**config.mk**
```make
export PLATFORM = sky130hd
export DESIGN_NAME = aes_round_ctrl
export DESIGN_NICKNAME = d
export VERILOG_FILES = /design/src/rtl/aes_pkg.sv /design/src/rtl/aes_round_cnt.sv /design/src/rtl/aes_round_ctrl.sv
export SDC_FILE = /design/constraint.sdc
export NUM_CORES = 2
export LEC_CHECK = 0
export BUFFER_PORTS_ARGS = -buffer_cell sky130_fd_sc_hd__buf_2
export CAP_MARGIN = 25
export CORE_AREA = 4 4 547 549
export CTS_CLUSTER_SIZE = 10
export DETAILED_ROUTE_END_ITERATION = 10
export DIE_AREA = 0 0 551 553
export HOLD_SLACK_MARGIN = 0.15
export PLACE_DENSITY = 0.37
export SLEW_MARGIN = 5
export SYNTH_ARGS = -nofsm -noshare
export SYNTH_HDL_FRONTEND = slang
export SYNTH_HIERARCHICAL = 1
export SYNTH_SLANG_ARGS = --single-unit
```
**constraint.sdc**
```tcl
create_clock -name int_osc -period 5.75 [get_ports int_osc]
set_input_delay 0.2875 -clock int_osc [delete_from_list [all_inputs] [get_ports int_osc]]
set_output_delay 0.2875 -clock int_osc [all_outputs]
set_load 0.01 [all_outputs]
```
**src/rtl/aes_pkg.sv**
```systemverilog
`default_nettype none
// ============================================================================
// Module  : aes_pkg
// Brief   : Shared types and constants for the AES-128 round sequencer.
// Revision: 1.0 - initial release
// ============================================================================
package aes_pkg;

    typedef logic [127:0] block_t;

    typedef enum logic [2:0] {
        IDLE     = 3'd0,
        INIT     = 3'd1,
        SUB_REQ  = 3'd2,
        SUB_WAIT = 3'd3,
        MIX      = 3'd4,
        DONE     = 3'd5
    } aes_ctrl_state_t;

    localparam int AES_ROUNDS = 10;

    localparam logic [7:0] RCON [1:10] = '{
        8'h01, 8'h02, 8'h04, 8'h08, 8'h10,
        8'h20, 8'h40, 8'h80, 8'h1B, 8'h36
    };

    // Rounds outside 1..10 have no round constant.
    function automatic logic [7:0] rcon_lookup(input logic [3:0] r);
        logic [7:0] v;
        v = 8'h00;
        if ((r >= 4'd1) && (r <= 4'(AES_ROUNDS))) begin
            v = RCON[r];
        end
        return v;
    endfunction

endpackage
`default_nettype wire

```
**src/rtl/aes_round_cnt.sv**
```systemverilog
`default_nettype none
// ============================================================================
// Module  : aes_round_cnt
// Brief   : AES round counter (0..10) with round-constant lookup.
// Revision: 1.0 - initial release
// ============================================================================
module aes_round_cnt
    import aes_pkg::*;
(
    input  logic       clk_i,
    input  logic       rst_i,
    input  logic       clear_i,
    input  logic       load_i,
    input  logic       inc_i,
    input  logic       rcon_en_i,
    output logic [3:0] round_o,
    output logic [7:0] rcon_o,
    output logic       last_o
);

    logic [3:0] round_q;
    logic [3:0] round_d;

    // Clear has priority; the counter saturates at the final round.
    always_comb begin
        round_d = round_q;
        if (clear_i) begin
            round_d = 4'd0;
        end else if (load_i) begin
            round_d = 4'd1;
        end else if (inc_i && (round_q < 4'(AES_ROUNDS))) begin
            round_d = round_q + 4'd1;
        end
    end

    always_ff @(posedge clk_i) begin
        if (rst_i) begin
            round_q <= 4'd0;
        end else begin
            round_q <= round_d;
        end
    end

    assign round_o = round_q;
    assign last_o  = (round_q == 4'(AES_ROUNDS));
    assign rcon_o  = rcon_en_i ? rcon_lookup(round_q) : 8'h00;

endmodule
`default_nettype wire

```
**src/rtl/aes_round_ctrl.sv**
```systemverilog
`default_nettype none
// ============================================================================
// Module  : aes_round_ctrl
// Brief   : AES-128 round sequencer driving a shared SubBytes/ShiftRows/
//           MixColumns/key-expansion datapath, with SubBytes watchdog.
// Revision: 1.0 - initial release
// ============================================================================
module aes_round_ctrl
    import aes_pkg::*;
#(
    parameter int unsigned SB_MAX_WAIT = 15
) (
    input  logic         int_osc,
    input  logic         reset,
    input  logic         start,
    input  logic [127:0] plaintext,
    input  logic [127:0] key,
    output logic         sb_start,
    output logic [127:0] sb_in,
    input  logic         sb_done,
    input  logic [127:0] sb_out,
    output logic [127:0] sr_in,
    input  logic [127:0] sr_out,
    input  logic [127:0] mc_out,
    output logic [127:0] key_cur,
    output logic [7:0]   rcon,
    input  logic [127:0] key_next,
    output logic [127:0] sreg,
    output logic [3:0]   round,
    output logic         busy,
    output logic         done,
    output logic         alarm,
    output logic [127:0] cyphertext
);

    localparam int WAIT_W = (SB_MAX_WAIT < 2) ? 1 : $clog2(SB_MAX_WAIT + 1);
    localparam logic [WAIT_W-1:0] WAIT_LAST = WAIT_W'(SB_MAX_WAIT - 1);

    aes_ctrl_state_t state_q, state_d;
    block_t          pt_q, pt_d;
    block_t          kin_q, kin_d;
    block_t          sreg_q, sreg_d;
    block_t          key_q, key_d;
    block_t          srin_q, srin_d;
    block_t          ct_q, ct_d;
    logic            alarm_q, alarm_d;
    logic [WAIT_W-1:0] wait_q, wait_d;

    logic   cnt_clear;
    logic   cnt_load;
    logic   cnt_inc;
    logic   last_round;
    logic   active;
    block_t mix_val;

    assign active  = (state_q != IDLE) && (state_q != DONE);
    // The final round skips MixColumns.
    assign mix_val = (last_round ? sr_out : mc_out) ^ key_next;

    aes_round_cnt u_round_cnt (
        .clk_i     (int_osc),
        .rst_i     (reset),
        .clear_i   (cnt_clear),
        .load_i    (cnt_load),
        .inc_i     (cnt_inc),
        .rcon_en_i (active),
        .round_o   (round),
        .rcon_o    (rcon),
        .last_o    (last_round)
    );

    always_comb begin
        state_d   = state_q;
        pt_d      = pt_q;
        kin_d     = kin_q;
        sreg_d    = sreg_q;
        key_d     = key_q;
        srin_d    = srin_q;
        ct_d      = ct_q;
        alarm_d   = alarm_q;
        wait_d    = wait_q;
        cnt_clear = 1'b0;
        cnt_load  = 1'b0;
        cnt_inc   = 1'b0;

        case (state_q)
            IDLE: begin
                if (start) begin
                    pt_d    = plaintext;
                    kin_d   = key;
                    state_d = INIT;
                end
            end
            INIT: begin
                sreg_d   = pt_q ^ kin_q;
                key_d    = kin_q;
                cnt_load = 1'b1;
                state_d  = SUB_REQ;
            end
            SUB_REQ: begin
                wait_d  = '0;
                state_d = SUB_WAIT;
            end
            SUB_WAIT: begin
                if (sb_done) begin
                    srin_d  = sb_out;
                    state_d = MIX;
                end else if (wait_q == WAIT_LAST) begin
                    // Watchdog abort: flag it and drop all working state.
                    alarm_d   = 1'b1;
                    pt_d      = '0;
                    kin_d     = '0;
                    sreg_d    = '0;
                    key_d     = '0;
                    srin_d    = '0;
                    ct_d      = '0;
                    wait_d    = '0;
                    cnt_clear = 1'b1;
                    state_d   = IDLE;
                end else begin
                    wait_d = wait_q + 1'b1;
                end
            end
            MIX: begin
                sreg_d = mix_val;
                key_d  = key_next;
                if (last_round) begin
                    ct_d    = mix_val;
                    state_d = DONE;
                end else begin
                    cnt_inc = 1'b1;
                    state_d = SUB_REQ;
                end
            end
            DONE: begin
                if (!start) begin
                    cnt_clear = 1'b1;
                    state_d   = IDLE;
                end
            end
            default: begin
                state_d = IDLE;
            end
        endcase
    end

    always_ff @(posedge int_osc) begin
        if (reset) begin
            state_q <= IDLE;
            pt_q    <= '0;
            kin_q   <= '0;
            sreg_q  <= '0;
            key_q   <= '0;
            srin_q  <= '0;
            ct_q    <= '0;
            alarm_q <= 1'b0;
            wait_q  <= '0;
        end else begin
            state_q <= state_d;
            pt_q    <= pt_d;
            kin_q   <= kin_d;
            sreg_q  <= sreg_d;
            key_q   <= key_d;
            srin_q  <= srin_d;
            ct_q    <= ct_d;
            alarm_q <= alarm_d;
            wait_q  <= wait_d;
        end
    end

    assign sb_start   = (state_q == SUB_REQ);
    assign sb_in      = sreg_q;
    assign sr_in      = srin_q;
    assign key_cur    = key_q;
    assign sreg       = sreg_q;
    assign busy       = active;
    assign done       = (state_q == DONE);
    assign alarm      = alarm_q;
    assign cyphertext = ct_q;

endmodule
`default_nettype wire

```
; ---- Word-level counts from Yosys, hierarchy flattened
; Memory sizes are Yosys's and may differ from the RTL's.
; Index checks and enable logic that the tools add are counted.
[op_classes]
add_sub_neg = 2
magnitude_cmp = 4
eq_ne = 14
n_mux = 34
bitwise_logic = 4
n_reduce_logical = 20
[op_table]
columns = op, count
row1 = 2-to-1 mux 128 bit, 7
row2 = one-hot mux 128 bit (2 select lines), 3
row3 = one-hot mux 128 bit (3 select lines), 2
row4 = bitwise XOR 128 bit, 2
row5 = 2-to-1 mux 8 bit, 4
row6 = one-hot mux 3 bit (6 select lines), 1
row7 = 2-to-1 mux 3 bit, 5
row8 = inequality test 2 bit (second input constant), 5
row9 = nonzero test 2 bit, 5
row10 = AND reduction 3 bit, 3
row11 = adder 4 x 1 -> 4 bit (second input constant), 2
row12 = == test 4 bit (second input constant), 2
row13 = 2-to-1 mux 1 bit, 8
row14 = 2-to-1 mux 4 bit, 2
row15 = one-hot mux 4 bit (2 select lines), 1
row16 = AND reduction 4 bit, 2
row17 = == test 3 x 2 -> 1 bit (second input constant), 2
row18 = == test 3 bit (second input constant), 2
row19 = inequality test 3 bit (second input constant), 2
row20 = nonzero test 3 bit, 2
row21 = >= comparator 5 bit (second input constant), 1
row22 = NOT 4 -> 5 bit, 1
row23 = >= comparator 4 x 1 -> 1 bit (second input constant), 1
row24 = less-or-equal comparator 4 bit (second input constant), 1
row25 = other kinds (9), 12
[totals]
register_bits = 780
mem_bits_ro = 128
input_bits = 772
output_inout_bits = 656
elab_cells = 90
mem_count = 1
[memory_table]
columns = memory, depth, word_bits, read_ports, rd_clocked_by_memory_dff, wr, line
row1 = (name not given), 16, 8, 1, 0, 0, aes_pkg.sv:32  ; v = RCON[r];

; ---- Longest topological paths before layout
[logic_depth]
word_depth = 6
ltp_mapped = 10

; ---- Hierarchy
; The synthesis kept the hierarchy.
[modules_own_cells]
columns = module, instances, cells_each, area_each_um2, seq_area_each_um2
row1 = aes_round_ctrl, 1, 3335, 32361.0, 15534.9
row2 = aes_round_cnt, 1, 52, 434.2, 80.1

; ---- Worst setup path after synthesis
; OpenSTA, ideal clock, no wires.
[synth_path]
kind = register -> register
startpoint = register u_round_cnt.round_q[1], in the netlist u_round_cnt/round_o[1]
endpoint = register sreg_q[48], in the netlist sb_in[48]
setup_time_ps = 81
t_arrival_ps = 2089
required_ps = 5669
slack_ps = 3580
stages_incl_launch_ff = 10
path_buffers = 3
period_less_slack_ps = 2170
path_cell_list = dfxtp_1 -> ha_1 -> and3_1 -> buf_2 -> buf_2 -> buf_2 -> mux2i_1 -> xnor2_1 -> a22oi_1 -> a211oi_2
[synth_between]
elab_chain_len = 4
[synth_lines]
columns = item, line
row1 = from (decl), aes_round_cnt.sv:21  ; logic [3:0] round_q;
row2 = from (signal assigned), aes_round_cnt.sv:40  ; round_q <= round_d;
row3 = == test 4 bit, aes_round_cnt.sv:45  ; assign last_o = (round_q == 4'(AES_ROUNDS));
row4 = via last_round, aes_round_ctrl.sv:52  ; logic last_round;
row5 = 2-to-1 mux 128 bit, aes_round_ctrl.sv:58  ; assign mix_val = (last_round ? sr_out : mc_out) ^ key_next;
row6 = bitwise XOR 128 bit, aes_round_ctrl.sv:58
row7 = one-hot mux 128 bit (3 select lines), aes_round_ctrl.sv:86  ; case (state_q)
row8 = to (signal assigned), aes_round_ctrl.sv:162  ; sreg_q <= sreg_d;
row9 = to (decl), aes_round_ctrl.sv:42  ; block_t sreg_q, sreg_d;
; The timed path passes the listed nets, and every way through them passes these cells.
; A chain may end at the register's enable or synchronous reset.

; ---- Worst setup path after layout
[layout_path]
startpoint = register u_round_cnt.round_q[1], in the netlist u_round_cnt/round_o[1]
endpoint = register ct_q[17], in the netlist cyphertext[17]
[layout_between]
elab_chain_len = 5
[layout_lines]
columns = item, line
row1 = == test 4 bit *, aes_round_cnt.sv:45
row2 = via last_round, aes_round_ctrl.sv:52
row3 = 2-to-1 mux 128 bit, aes_round_ctrl.sv:58
row4 = bitwise XOR 128 bit, aes_round_ctrl.sv:58
row5 = 2-to-1 mux 128 bit, aes_round_ctrl.sv:127  ; if (last_round) begin
row6 = one-hot mux 128 bit (2 select lines), aes_round_ctrl.sv:86
row7 = to (signal assigned), aes_round_ctrl.sv:165  ; ct_q <= ct_d;
row8 = to (decl), aes_round_ctrl.sv:45  ; block_t ct_q, ct_d;
; The timed path passes the listed nets; every way through them passes the cells marked *. The select of a mux whose other input is x is not followed.

==> impl_metrics.py <==
metrics = {
    "run_status": {
        "outcome": "complete, no violations",
    },
    "worst_setup_path": {
        "critPathTopFamily": "buffers and inverters",
        "critPathMaxStageDelay_ns": 0.68,
        "slowest_stage": "and3_4",
        "r2r_setup_slack_ns": 1.83,
        "rr_startpoint": "u_round_cnt/round_o[1]",
        "cp_max_fo": 26,
        "worstPathRequired_ns": 6.53,
        "critical_path.most_common_cell": "dlygate4sd3_1",
        "crit_path_start_kind": "flip-flop",
        "endpoint_kind": "flip-flop",
        "path_cells": "ha_1 > and3_4 > buf_4 > mux2i_1 > dlygate4sd3_1 > xnor2_1 > nand3_1 > a21oi_1 > dlygate4sd3_1",
        "rr_worst_depth": 9,
        "reg2reg_to": "cyphertext[17]",
        "path_class": "reg -> reg",
        "worstPathArrival_ns": 4.70,
        "critical_path_buf_inv_count": 3,
        "path_depth": 9,
    },
    "cells_and_area": {
        "layout_common_cells": "1426 x buf_2, 828 x dlygate4sd3_1, 780 x dfxtp_1",
        "layout_commonest_cell": "buf_2",
        "syn_to_final_growth_pct": 66.6,
        "drive_above_1_share": 0.319,
        "final_area_mm2": 0.0546,
        "seqCellArea_mm2": 0.0156,
        "final_nets": 6143,
        "multi_input_area_mm2": 0.0147,
        "instances_no_fill": 9401,
        "fill_cells": 32900,
    },
    "floorplanning": {
        "io_pins": 1428,
        "dieArea_mm2": 0.305,
        "die_height_um": 553,
        "placementRows": 199,
        "core_mm2": 0.294,
        "start_util": 0.112,
        "die_w_um": 551,
    },
    "global_route": {
        "grt_usage": 0.144,
        "grt_first_pass_wirelength_mm": 309,
        "grt_start_max_net_pins": 132,
        "antenna_found_initial": 80,
        "first_global_vias": 36300,
        "grt_remaining_overflow": 0,
    },
    "power": {
        "p_sw_frac": 0.300,
        "intPower_w": 0.0105,
        "p_per_area_mw_per_mm2": 275,
        "p_seq_frac": 0.404,
        "peakVddDrop_mv": 0.212,
        "leakage_nw": 22.7,
        "combPwrFrac": 0.178,
        "clockPowerShare": 0.418,
        "switchingPower_w": 0.00451,
    },
    "routing": {
        "first_pass_iters": 6,
        "wl_mm": 231,
        "antenna_left": 0,
        "wl_per_cell_um": 24.6,
        "vias": 35400,
        "drcViolationCount": 0,
        "via_per_inst": 3.77,
        "drt_iter0_markers": 2438,
    },
    "min_path": {
        "min_path_type": "in -> reg",
        "holdPathStages": 5,
        "hold_path_startpoint": "mc_out[56]",
        "holdPathEnd": "cyphertext[56]",
    },
    "logic_synthesis": {
        "ys_types": 54,
        "synth_fp_nets": 4168,
        "synthAdderAreaFrac": 0.00343,
        "ys_seq_elements": 780,
        "synth_compound_area_frac": 0.224,
        "synth-edff-count": 0,
        "synth_xor_area_frac": 0.0684,
        "avgSynthCellArea_um2": 9.68,
        "syn_inst": 3387,
        "netlist_area_mm2": 0.0328,
        "synth_top_area_share": 0.476,
        "synth_top_family_by_area": "compound AO/OA/AOI/OAI gates",
        "synth_area_leaders": "dfxtp_1 48%, a22o_1 6.8%, a22oi_1 5.9%, nor2_1 4.6%, mux2i_1 4.0%",
        "synth_ff_type": "dfxtp_1",
        "synth_mux_area_frac": 0.0397,
        "seq_area_frac_synth": 0.476,
        "synth_area_leader_cell": "dfxtp_1",
        "synth-simple-area-share": 0.110,
        "ys_async_sr_fraction": 0,
        "ys_warn_count": 6,
    },
    "sta": {
        "hold_viol": 0,
        "fin_crit_sh": 0.682,
        "rsz0062_at_grt": "no",
        "finalSetupViolCount": 0,
        "drv_slew": 0,
        "fin_crit_ns": 3.92,
        "tightest_slew_ns": 1.26,
        "holdWs_ns": 0.239,
        "fmax_ghz": 0.255,
        "setup_tns_ns": 0,
        "fin_worst_skew_ns": 0.102,
        "maxSlewHeadroom": 0.159,
    },
    "cts": {
        "cts_tree": "built",
        "htree_levels": 3,
        "cts_resized": 0,
        "clock_latency_ns": 0.84,
        "clockBufferDepth": 4,
        "cts_buffers": 104,
        "cts_sinks": 780,
        "cts_root_buf": "clkbuf_16",
        "path_clk_slew_ns": 0.06,
    },
    "placed_design": {
        "port_buffers": 1427,
        "dp_hpwl_mm": 179,
        "gp_congestion": 0.896,
        "placed_cell_area_mm2": 0.0431,
        "placedCellCount": 8347,
    },
    "job": {
        "maxCapViolCount": 0,
    },
}
power groups by stage:
| stage | combinational (W) | clock [W] | sequential (W) |
|---|---|---|---|
| floorplan | 0.00116 | 0 | 0.00609 |
| global placement | 0.00221 | 0 | 0.00620 |
| detailed placement | 0.00221 | 0 | 0.00620 |
| CTS | 0.00270 | 0.00651 | 0.00609 |
| global route | 0.00287 | 0.00671 | 0.00611 |
| finish | 0.00268 | 0.00628 | 0.00608 |
through the flow:
| stage | util | worst slack (ns) | power, W |
|---|---|---|---|
| 3_5_place_dp | 0.147 | 2.39 | 0.00841 |
| 3_3_place_gp | 0.147 | 2.45 | 0.00840 |
| 6_report | 0.186 | 1.83 | 0.0150 |
| 4_1_cts | 0.185 | 1.80 | 0.0153 |
| 2_1_floorplan | - | 3.58 | 0.00725 |
| 5_1_grt | 0.186 | 1.58 | 0.0157 |
worst min-delay path: stages:
cell	delay, ns
buf_2	0.14
mux2i_1	0.10
xnor2_1	0.23
nand3_1	0.13
a21oi_1	0.07
final cells by class:
type                    count  share of cell area
clock inverters            19             0.00369
clock buffers             153              0.0539
multi-input cells        2161               0.269
well taps                3919              0.0898
inverters                   9            0.000618
repair buffers           2306               0.295
diodes                     54             0.00247
flip-flops and latches    780               0.286
cells in the mapped netlist (3+ instances only):
library cell and number:
dfxtp_1 780, nor2_1 398, a22o_1 256, a22oi_1 256, buf_4 169, buf_2 149, nor3_1 142, a21oi_1 140
nand2_1 134, nand3_1 133, mux2i_1 130, o22ai_1 128, xnor2_1 128, xor2_1 128, a211oi_2 100, clkbuf_1 86
a211oi_1 28, buf_1 21, buf_6 12, ha_1 9, inv_1 9, and3_1 5, nand2b_1 4, nor2b_1 3
or3_1 3
how the worst max path moves through the flow:
stage,start,endpoint,slack [ns]
after floorplan,u_round_cnt/round_o[1],sb_in[48],3.58
after global placement,u_round_cnt/round_o[0],sb_in[59],2.45
after detailed placement,u_round_cnt/round_o[1],sb_in[59],2.39
after CTS,u_round_cnt/round_o[1],cyphertext[17],1.80
after global routing,u_round_cnt/round_o[1],cyphertext[17],1.58
final,u_round_cnt/round_o[1],cyphertext[17],1.83
logic make-up (layout without fill, tap and decap cells):
kind of cell	Yosys count	in the layout
AO/OA/AOI/OAI	930	930
XOR/XNOR	256	256
adder cells (fa/ha/maj)	9	9
buffers and inverters	446	2487
flip-flops	780	780
multiplexers	130	130
other	0	54
AND/OR/NAND/NOR	836	836
what timing repair did:
item	CTS	global route
endpoints found under the hold margin	773	0
setup buffers	0	0
hold buffers	828	0
registers in the layout, summed over array words and instances, names as in the netlist:
register	flops
key_cur	128
kin_q	128
pt_q	128
u_round_cnt/round_o	4
state_q	3
sb_in	128
wait_q	4
cyphertext	128
alarm	1
sr_in	128
metal layers:
metal	global-route usage	wire (µm)
met5	0	241
met4	0.0678	12900
met3	0.0390	17200
met2	0.251	112000
met1	0.160	88600
No activity file was read; power rests on OpenSTA's default activity.
